[config.mk]
export PLATFORM = sky130hd
export DESIGN_NAME = bp_me_irq_forwarder_flat
export DESIGN_NICKNAME = d
export VERILOG_FILES = /design/src/rtl/bp_me_irq_forwarder_pkg.sv /design/src/rtl/bp_me_irq_forwarder_if.sv /design/src/rtl/bp_me_irq_forwarder_debounce.sv /design/src/rtl/bp_me_irq_forwarder.sv /design/src/flat_wrapper.sv
export SDC_FILE = /design/constraint.sdc
export NUM_CORES = 1
export LEC_CHECK = 0
export ABC_AREA = 1
export CORE_AREA = 2 2 127 129
export CTS_CLUSTER_DIAMETER = 150
export DETAILED_ROUTE_END_ITERATION = 16
export DIE_AREA = 0 0 129 131
export GPL_TIMING_DRIVEN = 0
export MAX_ROUTING_LAYER = met4
export PLACE_DENSITY = 0.49
export SYNTH_ARGS = -nofsm -noshare
export SYNTH_HDL_FRONTEND = slang
export SYNTH_HIERARCHICAL = 1
export SYNTH_SLANG_ARGS = --single-unit
[constraint.sdc]
create_clock -name clk_i -period 1.5 [get_ports clk_i]
set_input_delay 0.3 -clock clk_i [delete_from_list [all_inputs] [get_ports clk_i]]
set_output_delay 0.3 -clock clk_i [all_outputs]
set_load 0.02 [all_outputs]
[src/rtl/bp_me_irq_forwarder_pkg.sv]
// Types shared by the interrupt forwarder: BedRock memory header subset and FSM states.
package bp_me_irq_forwarder_pkg;

  localparam int paddr_width_gp = 40;
  localparam int dword_width_gp = 64;

  typedef enum logic [3:0] {
    e_bedrock_mem_rd    = 4'd0,
    e_bedrock_mem_wr    = 4'd1,
    e_bedrock_mem_uc_rd = 4'd2,
    e_bedrock_mem_uc_wr = 4'd3,
    e_bedrock_mem_pre   = 4'd4,
    e_bedrock_mem_amo   = 4'd5
  } bp_bedrock_mem_type_e;

  typedef enum logic [2:0] {
    e_bedrock_msg_size_1   = 3'd0,
    e_bedrock_msg_size_2   = 3'd1,
    e_bedrock_msg_size_4   = 3'd2,
    e_bedrock_msg_size_8   = 3'd3,
    e_bedrock_msg_size_16  = 3'd4,
    e_bedrock_msg_size_32  = 3'd5,
    e_bedrock_msg_size_64  = 3'd6,
    e_bedrock_msg_size_128 = 3'd7
  } bp_bedrock_msg_size_e;

  typedef struct packed {
    logic [15:0]               payload;
    bp_bedrock_msg_size_e      size;
    logic [paddr_width_gp-1:0] addr;
    logic [3:0]                subop;
    bp_bedrock_mem_type_e      msg_type;
  } bp_bedrock_mem_header_s;

  localparam int mem_header_width_gp = $bits(bp_bedrock_mem_header_s);

  typedef enum logic [1:0] {
    e_ready = 2'd0,
    e_send  = 2'd1,
    e_wait  = 2'd2
  } bp_me_irq_fwd_state_e;

  function automatic bp_bedrock_mem_header_s uc_wr_header(input logic [paddr_width_gp-1:0] addr);
    bp_bedrock_mem_header_s h;
    h          = '0;
    h.msg_type = e_bedrock_mem_uc_wr;
    h.addr     = addr;
    h.size     = e_bedrock_msg_size_8;
    return h;
  endfunction

endpackage

[src/rtl/bp_me_irq_forwarder_if.sv]
// BedRock command/response channel pair between the forwarder (master) and the memory path.
interface bp_me_irq_forwarder_if;
  import bp_me_irq_forwarder_pkg::*;

  bp_bedrock_mem_header_s      mem_cmd_header_o;
  logic [dword_width_gp-1:0]   mem_cmd_data_o;
  logic                        mem_cmd_v_o;
  logic                        mem_cmd_ready_and_i;
  logic                        mem_cmd_last_o;
  bp_bedrock_mem_header_s      mem_resp_header_i;
  logic [dword_width_gp-1:0]   mem_resp_data_i;
  logic                        mem_resp_v_i;
  logic                        mem_resp_ready_and_o;
  logic                        mem_resp_last_i;

  modport master (
    output mem_cmd_header_o, mem_cmd_data_o, mem_cmd_v_o, mem_cmd_last_o, mem_resp_ready_and_o,
    input  mem_cmd_ready_and_i, mem_resp_header_i, mem_resp_data_i, mem_resp_v_i, mem_resp_last_i
  );

  modport slave (
    input  mem_cmd_header_o, mem_cmd_data_o, mem_cmd_v_o, mem_cmd_last_o, mem_resp_ready_and_o,
    output mem_cmd_ready_and_i, mem_resp_header_i, mem_resp_data_i, mem_resp_v_i, mem_resp_last_i
  );
endinterface

[src/rtl/bp_me_irq_forwarder_debounce.sv]
// Synchronises the sources, ORs the enabled ones and reports when that level has settled.
module bp_me_irq_forwarder_debounce #(
  parameter int num_src_p  = 8,
  parameter int debounce_p = 4
) (
  input  logic                 clk_i,
  input  logic                 reset_n_i,
  input  logic [num_src_p-1:0] src_i,
  input  logic [num_src_p-1:0] src_mask_i,
  output logic                 candidate_o,
  output logic                 stable_o
);

  localparam int cnt_w_lp = (debounce_p > 0) ? $clog2(debounce_p + 1) : 1;
  localparam logic [cnt_w_lp-1:0] cnt_max_lp = cnt_w_lp'(debounce_p);

  logic [num_src_p-1:0] sync1_r, sync2_r;
  logic [cnt_w_lp-1:0]  cnt_r;
  logic                 candidate_r;
  logic                 agg;

  assign agg = |(sync2_r & src_mask_i);

  always_ff @(posedge clk_i or negedge reset_n_i) begin
    if (!reset_n_i) begin
      sync1_r     <= '0;
      sync2_r     <= '0;
      candidate_r <= 1'b0;
      cnt_r       <= '0;
    end else begin
      sync1_r <= src_i;
      sync2_r <= sync1_r;
      if (agg != candidate_r) begin
        candidate_r <= agg;
        cnt_r       <= '0;
      end else if (cnt_r < cnt_max_lp) begin
        cnt_r <= cnt_r + 1'b1;
      end
    end
  end

  assign candidate_o = candidate_r;
  assign stable_o    = (cnt_r == cnt_max_lp);

endmodule

[src/rtl/bp_me_irq_forwarder.sv]
// Forwards the debounced interrupt level to a target CLINT PLIC register as a BedRock uc write.
//   state   | meaning
//   e_ready | idle, waiting for a settled level that differs from the last acked one
//   e_send  | uc write presented on mem_cmd, held until accepted
//   e_wait  | write accepted, waiting for the single-beat response
module bp_me_irq_forwarder
  import bp_me_irq_forwarder_pkg::*;
#(
  parameter int num_src_p  = 8,
  parameter int debounce_p = 4
) (
  input  logic                      clk_i,
  input  logic                      reset_n_i,
  input  logic [num_src_p-1:0]      src_i,
  input  logic [num_src_p-1:0]      src_mask_i,
  input  logic [paddr_width_gp-1:0] tgt_addr_i,
  bp_me_irq_forwarder_if.master     bus,
  output logic                      irq_level_o,
  output logic                      busy_o
);

  bp_me_irq_fwd_state_e state_r;
  logic candidate, stable;
  logic val_r, sent_r, cmd_v_r, resp_ready_r, busy_r;

  bp_me_irq_forwarder_debounce #(
    .num_src_p (num_src_p),
    .debounce_p(debounce_p)
  ) debounce (
    .clk_i      (clk_i),
    .reset_n_i  (reset_n_i),
    .src_i      (src_i),
    .src_mask_i (src_mask_i),
    .candidate_o(candidate),
    .stable_o   (stable)
  );

  always_ff @(posedge clk_i or negedge reset_n_i) begin
    if (!reset_n_i) begin
      state_r      <= e_ready;
      val_r        <= 1'b0;
      sent_r       <= 1'b0;
      cmd_v_r      <= 1'b0;
      resp_ready_r <= 1'b0;
      busy_r       <= 1'b0;
    end else begin
      case (state_r)
        e_ready: if (stable && (candidate != sent_r)) begin
          val_r   <= candidate;
          cmd_v_r <= 1'b1;
          busy_r  <= 1'b1;
          state_r <= e_send;
        end
        e_send: if (cmd_v_r && bus.mem_cmd_ready_and_i) begin
          cmd_v_r      <= 1'b0;
          resp_ready_r <= 1'b1;
          state_r      <= e_wait;
        end
        e_wait: if (bus.mem_resp_v_i) begin
          sent_r       <= val_r;
          resp_ready_r <= 1'b0;
          busy_r       <= 1'b0;
          state_r      <= e_ready;
        end
        default: state_r <= e_ready;
      endcase
    end
  end

  assign bus.mem_cmd_header_o     = uc_wr_header(tgt_addr_i);
  assign bus.mem_cmd_data_o       = {{(dword_width_gp-1){1'b0}}, val_r};
  assign bus.mem_cmd_v_o          = cmd_v_r;
  assign bus.mem_cmd_last_o       = 1'b1;
  assign bus.mem_resp_ready_and_o = resp_ready_r;
  assign irq_level_o              = sent_r;
  assign busy_o                   = busy_r;

  // Response contents carry nothing this block needs.
  logic unused_resp;
  assign unused_resp = ^{bus.mem_resp_header_i, bus.mem_resp_data_i};

  resp_single_beat: assert property (@(posedge clk_i) disable iff (!reset_n_i)
    (state_r == e_wait && bus.mem_resp_v_i) |-> bus.mem_resp_last_i);

endmodule
[src/flat_wrapper.sv]
// flat-port wrapper written by rule: the top's interface ports become plain ports
module bp_me_irq_forwarder_flat import bp_me_irq_forwarder_pkg::*;
#(
  parameter int num_src_p  = 8,
  parameter int debounce_p = 4
)
  (clk_i, reset_n_i, src_i, src_mask_i, tgt_addr_i, irq_level_o, busy_o, bus_mem_cmd_header_o, bus_mem_cmd_data_o, bus_mem_cmd_v_o, bus_mem_cmd_last_o, bus_mem_resp_ready_and_o, bus_mem_cmd_ready_and_i, bus_mem_resp_header_i, bus_mem_resp_data_i, bus_mem_resp_v_i, bus_mem_resp_last_i);
  bp_me_irq_forwarder_if bus_i ();
  input  logic clk_i;
  input  logic reset_n_i;
  input  logic [num_src_p-1:0] src_i;
  input  logic [num_src_p-1:0] src_mask_i;
  input  logic [paddr_width_gp-1:0] tgt_addr_i;
  output logic irq_level_o;
  output logic busy_o;
  output wire logic [$bits(bus_i.mem_cmd_header_o)-1:0] bus_mem_cmd_header_o;
  output wire logic [$bits(bus_i.mem_cmd_data_o)-1:0] bus_mem_cmd_data_o;
  output wire logic [$bits(bus_i.mem_cmd_v_o)-1:0] bus_mem_cmd_v_o;
  output wire logic [$bits(bus_i.mem_cmd_last_o)-1:0] bus_mem_cmd_last_o;
  output wire logic [$bits(bus_i.mem_resp_ready_and_o)-1:0] bus_mem_resp_ready_and_o;
  input wire logic [$bits(bus_i.mem_cmd_ready_and_i)-1:0] bus_mem_cmd_ready_and_i;
  input wire logic [$bits(bus_i.mem_resp_header_i)-1:0] bus_mem_resp_header_i;
  input wire logic [$bits(bus_i.mem_resp_data_i)-1:0] bus_mem_resp_data_i;
  input wire logic [$bits(bus_i.mem_resp_v_i)-1:0] bus_mem_resp_v_i;
  input wire logic [$bits(bus_i.mem_resp_last_i)-1:0] bus_mem_resp_last_i;
  assign bus_mem_cmd_header_o = bus_i.mem_cmd_header_o;
  assign bus_mem_cmd_data_o = bus_i.mem_cmd_data_o;
  assign bus_mem_cmd_v_o = bus_i.mem_cmd_v_o;
  assign bus_mem_cmd_last_o = bus_i.mem_cmd_last_o;
  assign bus_mem_resp_ready_and_o = bus_i.mem_resp_ready_and_o;
  assign bus_i.mem_cmd_ready_and_i = bus_mem_cmd_ready_and_i;
  assign bus_i.mem_resp_header_i = bus_mem_resp_header_i;
  assign bus_i.mem_resp_data_i = bus_mem_resp_data_i;
  assign bus_i.mem_resp_v_i = bus_mem_resp_v_i;
  assign bus_i.mem_resp_last_i = bus_mem_resp_last_i;
  bp_me_irq_forwarder #(.num_src_p(num_src_p), .debounce_p(debounce_p)) u_core (.clk_i(clk_i), .reset_n_i(reset_n_i), .src_i(src_i), .src_mask_i(src_mask_i), .tgt_addr_i(tgt_addr_i), .bus(bus_i), .irq_level_o(irq_level_o), .busy_o(busy_o));
endmodule
==> impl_metrics.toml, run 1 <==
[status]
status = "finished, final reports clean"

[worst_hold_path]
hp-class = "in2async"

[die]
core_area_um2 = 15600
fp.dieArea_um2 = 16900
start_util_pct = 12.6
die_y_um = 131
io_pins = 328
row_count = 46
dieWidth_um = 129

[pwr]
intPower_mw = 1.81
ir_drop_mv = 0.606
pwr-share-clk_pct = 21.1
power_switching_mw = 1.03
seq_power_share_pct = 35.0
p_sw_share_pct = 36.3
power.leakage_nw = 1.80
power_mw = 2.84
combPwrFrac_pct = 43.9
power_density_nw_per_um2 = 859

[synth]
avgSynthCellArea_um2 = 8.81
synth_cell_types = 14
synth_seq_cells = 27
yosysSeqAreaShare_pct = 34.4
ys_warn_count = 6
synth_area_um2 = 1960
synth_cells = 223

[global_routing]
grt_antenna_before_repair = 10
top_usage_layer = "met2"
grt_pass1_vias = 1219
grt_overflow_total = 0
use_met3_pct = 6.51
met1_usage_pct = 5.96
track_usage_pct = 5.93
grt_pass1_wl_mm = 6.91
use_met2_pct = 7.97
grt_max_degree = 28

[sta]
max_freq_mhz = 709
hold_ws_ns = 0.0428
rsz0062_at_grt = "false"
worst_pin_slew_ns = 0.590
finalSetupViolations = 0
skew_ns = 0.00243
slew_viol_final = 0
hold_violations = 0
period_needed_ns = 1.41
relSlewSlack_pct = 60.7
min_period_over_period_pct = 94.0

[critical_path]
cp-start-kind = "flop"
arrival_ns = 1.11
crit_chain = "buf_4, dlygate4sd2_1"
cp-end-kind = "output port"
max_stage_delay_ns = 0.40
slowest_stage = "dfrtp_1"
critical_path_class = "reg2out"
cp_max_fo = 3
worstPathRequired_ns = 1.20

[clock_tree]
cts-hold-fix-buffers = 0
cts_tree = "yes"
clk_path_buf_depth = 2
cts.reportedPaths.clkPinSlew_ns = 0.07
cts_buffers = 3
clkSinkCount = 27
cts_root_buf = "clkbuf_16"
htree_levels = 1
clock_latency_ns = 0.26

[finish]
final_nets = 575
syn_to_final_growth_pct = 68.3
nFillCells = 1705
layout_commonest_cell = "buf_4"
drive_gt1_share_pct = 38.7
multiInputGateArea_um2 = 598
fin_cells = 606
final_cell_mix = "132 x buf_4, 91 x conb_1, 58 x clkdlybuf4s50_1, 31 x nand2_1, 27 x dfrtp_1"
fin_util_pct = 21.2
seq_area_um2 = 676

[placement]
hpwl_mm = 5.29
gp_congestion = 0.722
dp.cells = 592
port_buffers = 64

[routing]
vias = 1503
dr.pass1.iters = 4
avgViaCountPerCell = 2.48
drcViolationCount = 0
postRouteAntennaNets = 0
routed_wl_mm = 5.60
routedWlPerCell_um = 9.24
drt_iter0_drc = 10

[flow_run]
drv_cap = 0
[final cells by class]
| cell class | instances | area share (%) |
|---|---|---|
| Antenna cell | 10 | 0.757 |
| Clock buffer | 3 | 2.27 |
| Tap cell | 216 | 8.18 |
| Clock inverter | 1 | 0.227 |
| Buffer | 132 | 30.0 |
| Sequential cell | 27 | 20.4 |
| Inverter | 9 | 1.02 |
| Multi-Input combinational cell | 144 | 18.1 |
| Timing Repair Buffer | 64 | 19.0 |
[metal layers]
metal,up-vias,part of all wire (%),wire length (µm)
li1,777,-,-
met1,604,36,2010
met2,120,39,2200
met3,2,25,1380
met4,0,0.14,8
met5,-,0,0
[registers in the layout, indices dropped and copies added, names as in the netlist]
register,flops
u_core/state_r,2
u_core/irq_level_o,1
u_core/debounce/sync1_r,8
u_core/val_r,1
u_core/debounce/sync2_r,8
u_core/bus.mem_cmd_v_o,1
u_core/debounce/candidate_o,1
u_core/bus.mem_resp_ready_and_o,1
u_core/debounce/cnt_r,3
u_core/busy_o,1
[worst paths after layout]
kind / slack (ns) / cells past startpoint / endpoint / startpoint
min in group clk_i: 0.35 / 0 / u_core/debounce/sync2_r[4]$_DFF_PN0_ / u_core/debounce/sync1_r[4]$_DFF_PN0_
min reg2reg: 0.35 / 0 / u_core/debounce/sync2_r[4]$_DFF_PN0_ / u_core/debounce/sync1_r[4]$_DFF_PN0_
max: 0.09 / 2 / bus_mem_cmd_data_o[0] / u_core/val_r$_DFFE_PN0P_
max reg2reg: 0.32 / 9 / u_core/val_r$_DFFE_PN0P_ / u_core/debounce/cnt_r[0]$_DFFE_PN0P_
min: 0.04 / 1 / u_core/debounce/sync1_r[1]$_DFF_PN0_ / reset_n_i
max in group asynchronous: 1.07 / 1 / u_core/state_r[1]$_DFFE_PN0P_ / reset_n_i
[worst max-delay path, delay by kind of cell (launching register included)]
family,cells,cell delay (ns)
flops,1,0.40
buf+inv,2,0.45
[logic make-up after synthesis]
family	after synthesis	synth area share, %
muxes	1	0.510
xor gates and xnor gates	1	0.446
other	2	0.382
and+or+nand+nor	48	10.4
adders and majority gates	2	1.27
buffers and inverters	141	52.2
AOI/OAI and AO/OA	1	0.382
DFF	27	34.4
[cells in the mapped netlist]
| library cell | count | area [µm²] |
|---|---|---|
| buf_4 | 132 | 991 |
| nand2_1 | 31 | 116 |
| dfrtp_1 | 27 | 676 |
| inv_1 | 7 | 26.3 |
| nor2_1 | 5 | 18.8 |
| nand2_2 | 4 | 25.0 |
| nand3_1 | 4 | 20.0 |
| nor2_2 | 4 | 25.0 |
| conb_1 | 2 | 7.51 |
| ha_1 | 2 | 25.0 |
| inv_2 | 2 | 7.51 |
| mux2i_1 | 1 | 10.0 |
| o31ai_1 | 1 | 7.51 |
| xor2_1 | 1 | 8.76 |
[stage by stage]
stage	setup TNS, ns	instance area [µm²]	setup WS [ns]
2_1_floorplan	0	2300	0.422
3_3_place_gp	-5.15	3210	-0.192
3_5_place_dp	-7.01	3210	-0.260
4_1_cts	0	3290	0.0213
5_1_grt	0	3310	0.0333
6_report	0	3310	0.0897
[timing repair]
item                                    in CTS  in global routing
endpoints found under the setup margin       5                  0
setup buffers                                0                  0
resized for setup                            5                  0
hold endpoints to repair                     0                  0
[power by group through the flow]
stage / sequential, mW / clock [mW] / combinational, mW
floorplan: 1.04 / 0 / 0.854
global placement: 1.00 / 0 / 1.27
detailed placement: 1.01 / 0 / 1.30
CTS: 1.00 / 0.617 / 1.26
global route: 1.02 / 0.658 / 1.37
finish: 0.995 / 0.599 / 1.25
(Power assumes the default switching activity.)
==> run 2: changes to the inputs <==
--- a/config.mk
+++ b/config.mk
@@ -6,6 +6,7 @@
 export NUM_CORES = 1
 export LEC_CHECK = 0
 export ABC_AREA = 1
+export CAP_MARGIN = 20
 export CORE_AREA = 2 2 127 129
 export CTS_CLUSTER_DIAMETER = 150
 export DETAILED_ROUTE_END_ITERATION = 16
==> impl_metrics.toml, run 2 (synthesis results as in run 1) <==
[finish]
final_cell_mix = "132 x buf_4, 91 x conb_1, 59 x clkdlybuf4s50_1, 31 x nand2_1, 27 x dfrtp_1"
reg_top3 = "u_core/debounce/sync1_r: 8 flops, u_core/debounce/sync2_r: 8 flops, u_core/debounce/cnt_r: 3 flops"
layout_commonest_cell = "buf_4"
syn_to_final_growth_pct = 69.2
fin_util_pct = 21.3
drive_gt1_share_pct = 38.6
final_nets = 576

[routing]
routed_wl_mm = 5.62
drcViolationCount = 0
postRouteAntennaNets = 0
routedWlPerCell_um = 9.26
drt_iter0_drc = 17
vias = 1498
avgViaCountPerCell = 2.47
dr.pass1.iters = 4

[global_routing]
grt_pass1_wl_mm = 6.98
grt_max_degree = 16
track_usage_pct = 5.98
grt_pass1_vias = 1229
grt_overflow_total = 0
grt_antenna_before_repair = 10

[die]
start_util_pct = 12.6
io_pins = 328
die_y_um = 131
core_area_um2 = 15600
dieWidth_um = 129
fp.dieArea_um2 = 16900
row_count = 46

[critical_path]
slowest_stage = "dfrtp_1"
arrival_ns = 1.11
cp.buffers_inverters = 2
crit_chain = "buf_4, dlygate4sd2_1"
critical_path.top_delay_family = "buffers and inverters"
cp-end-kind = "output port"
cp.depth = 2
r2r_cells = 9
max_stage_delay_ns = 0.40
cp_max_fo = 3
critical_path_class = "reg2out"
cp-start-kind = "flop"
worstPathRequired_ns = 1.20

[clock_tree]
cts_root_buf = "clkbuf_16"
cts.reportedPaths.clkPinSlew_ns = 0.06
cts_buffers = 3
clkSinkCount = 27
cts_tree = "yes"
htree_levels = 1
clock_latency_ns = 0.26
post_cts_buffers = 0
clk_path_buf_depth = 2

[sta]
max_freq_mhz = 708
skew_ns = 0.00223
worst_pin_slew_ns = 0.605
relSlewSlack_pct = 59.6
slew_viol_final = 0
worst_slack_ns = 0.0885
finalSetupViolations = 0
min_period_over_period_pct = 94.1
hold_violations = 0
period_needed_ns = 1.41
rsz0062_at_grt = "false"

[worst_hold_path]
hp-class = "reg2reg"
hold_path_depth = 0

[status]
status = "finished, final reports clean"

[placement]
port_buffers = 64
pre_cts_ws_ns = 0.127
hpwl_mm = 5.36
gp_congestion = 0.722

[pwr]
power.leakage_nw = 1.81
ir_drop_mv = 0.504
power_mw = 2.84
power_density_nw_per_um2 = 854

[flow_run]
drv_cap = 0
-- run 2: changes by cell type in the layout (fill, tap and decap cells not counted), sizes merged --
cell	before	now
clkinv	0	1
clkinvlp	1	0
clkdlybuf4s50	58	59
-- run 2: power breakdown --
group	switching, mW	internal [mW]	leakage, nW	total, mW
combinational	0.675	0.577	1.45	1.25
sequential	0.120	0.876	0.316	0.996
clock	0.231	0.359	0.0409	0.590
total	1.03	1.81	1.81	2.84
-- run 2: cell type report --
class                   count  area (µm²)
flip-flops and latches     27         676
well taps                 216         270
multi-input cells         144         598
plain buffers             132         991
inverters                   9        33.8
repair buffers             65         649
clock inverters             1        5.00
fillers                  1738       12300
diodes                     10        25.0
clock buffers               3        75.1
-- run 2: final timing paths --
check	from	end	slack, ns
min in group asynchronous	reset_n_i	u_core/debounce/sync1_r[2]$_DFF_PN0_	0.42
worst max register to register	u_core/debounce/cnt_r[0]$_DFFE_PN0P_	u_core/val_r$_DFFE_PN0P_	0.31
worst min register to register	u_core/debounce/sync1_r[5]$_DFF_PN0_	u_core/debounce/sync2_r[5]$_DFF_PN0_	0.35
max in group asynchronous	reset_n_i	u_core/state_r[1]$_DFFE_PN0P_	0.56
worst min-delay path	u_core/debounce/sync1_r[5]$_DFF_PN0_	u_core/debounce/sync2_r[5]$_DFF_PN0_	0.35
worst max-delay path	u_core/val_r$_DFFE_PN0P_	bus_mem_cmd_data_o[0]	0.09
-- run 2: through the flow --
stage	TNS [ns]	std cells	cell area [µm²]	hold slack (ns)
finish	0	607	3320	0.348
floorplan	0	312	2300	0.00441
global placement	-5.15	592	3210	0.331
detailed placement	0	593	3220	0.336
global route	0	607	3320	0.356
CTS	0	597	3300	0.350
-- run 2: worst reg2reg max path, cell delays in order (launching register included) --
cell,delay [ns]
dfrtp_1,0.41
inv_1,0.07
ha_1,0.14
nand2_1,0.05
inv_1,0.05
inv_1,0.04
nor2_2,0.13
nand2_2,0.10
nand2_1,0.07
nand2_1,0.04
-- run 2: layer usage --
| metal | vias to the layer above | part of all wire, % | global-route usage [%] |
|---|---|---|---|
| met4 | 0 | 0 | 0.959 |
| met1 | 600 | 36 | 6.09 |
| met5 | - | 0 | - |
| met2 | 118 | 40 | 8.00 |
| met3 | 0 | 24 | 6.35 |
| li1 | 780 | - | - |
-- run 2: timing repair --
item,in CTS,in global routing
resized for setup,5,0
endpoints found under the setup margin,5,0
hold buffers,0,0
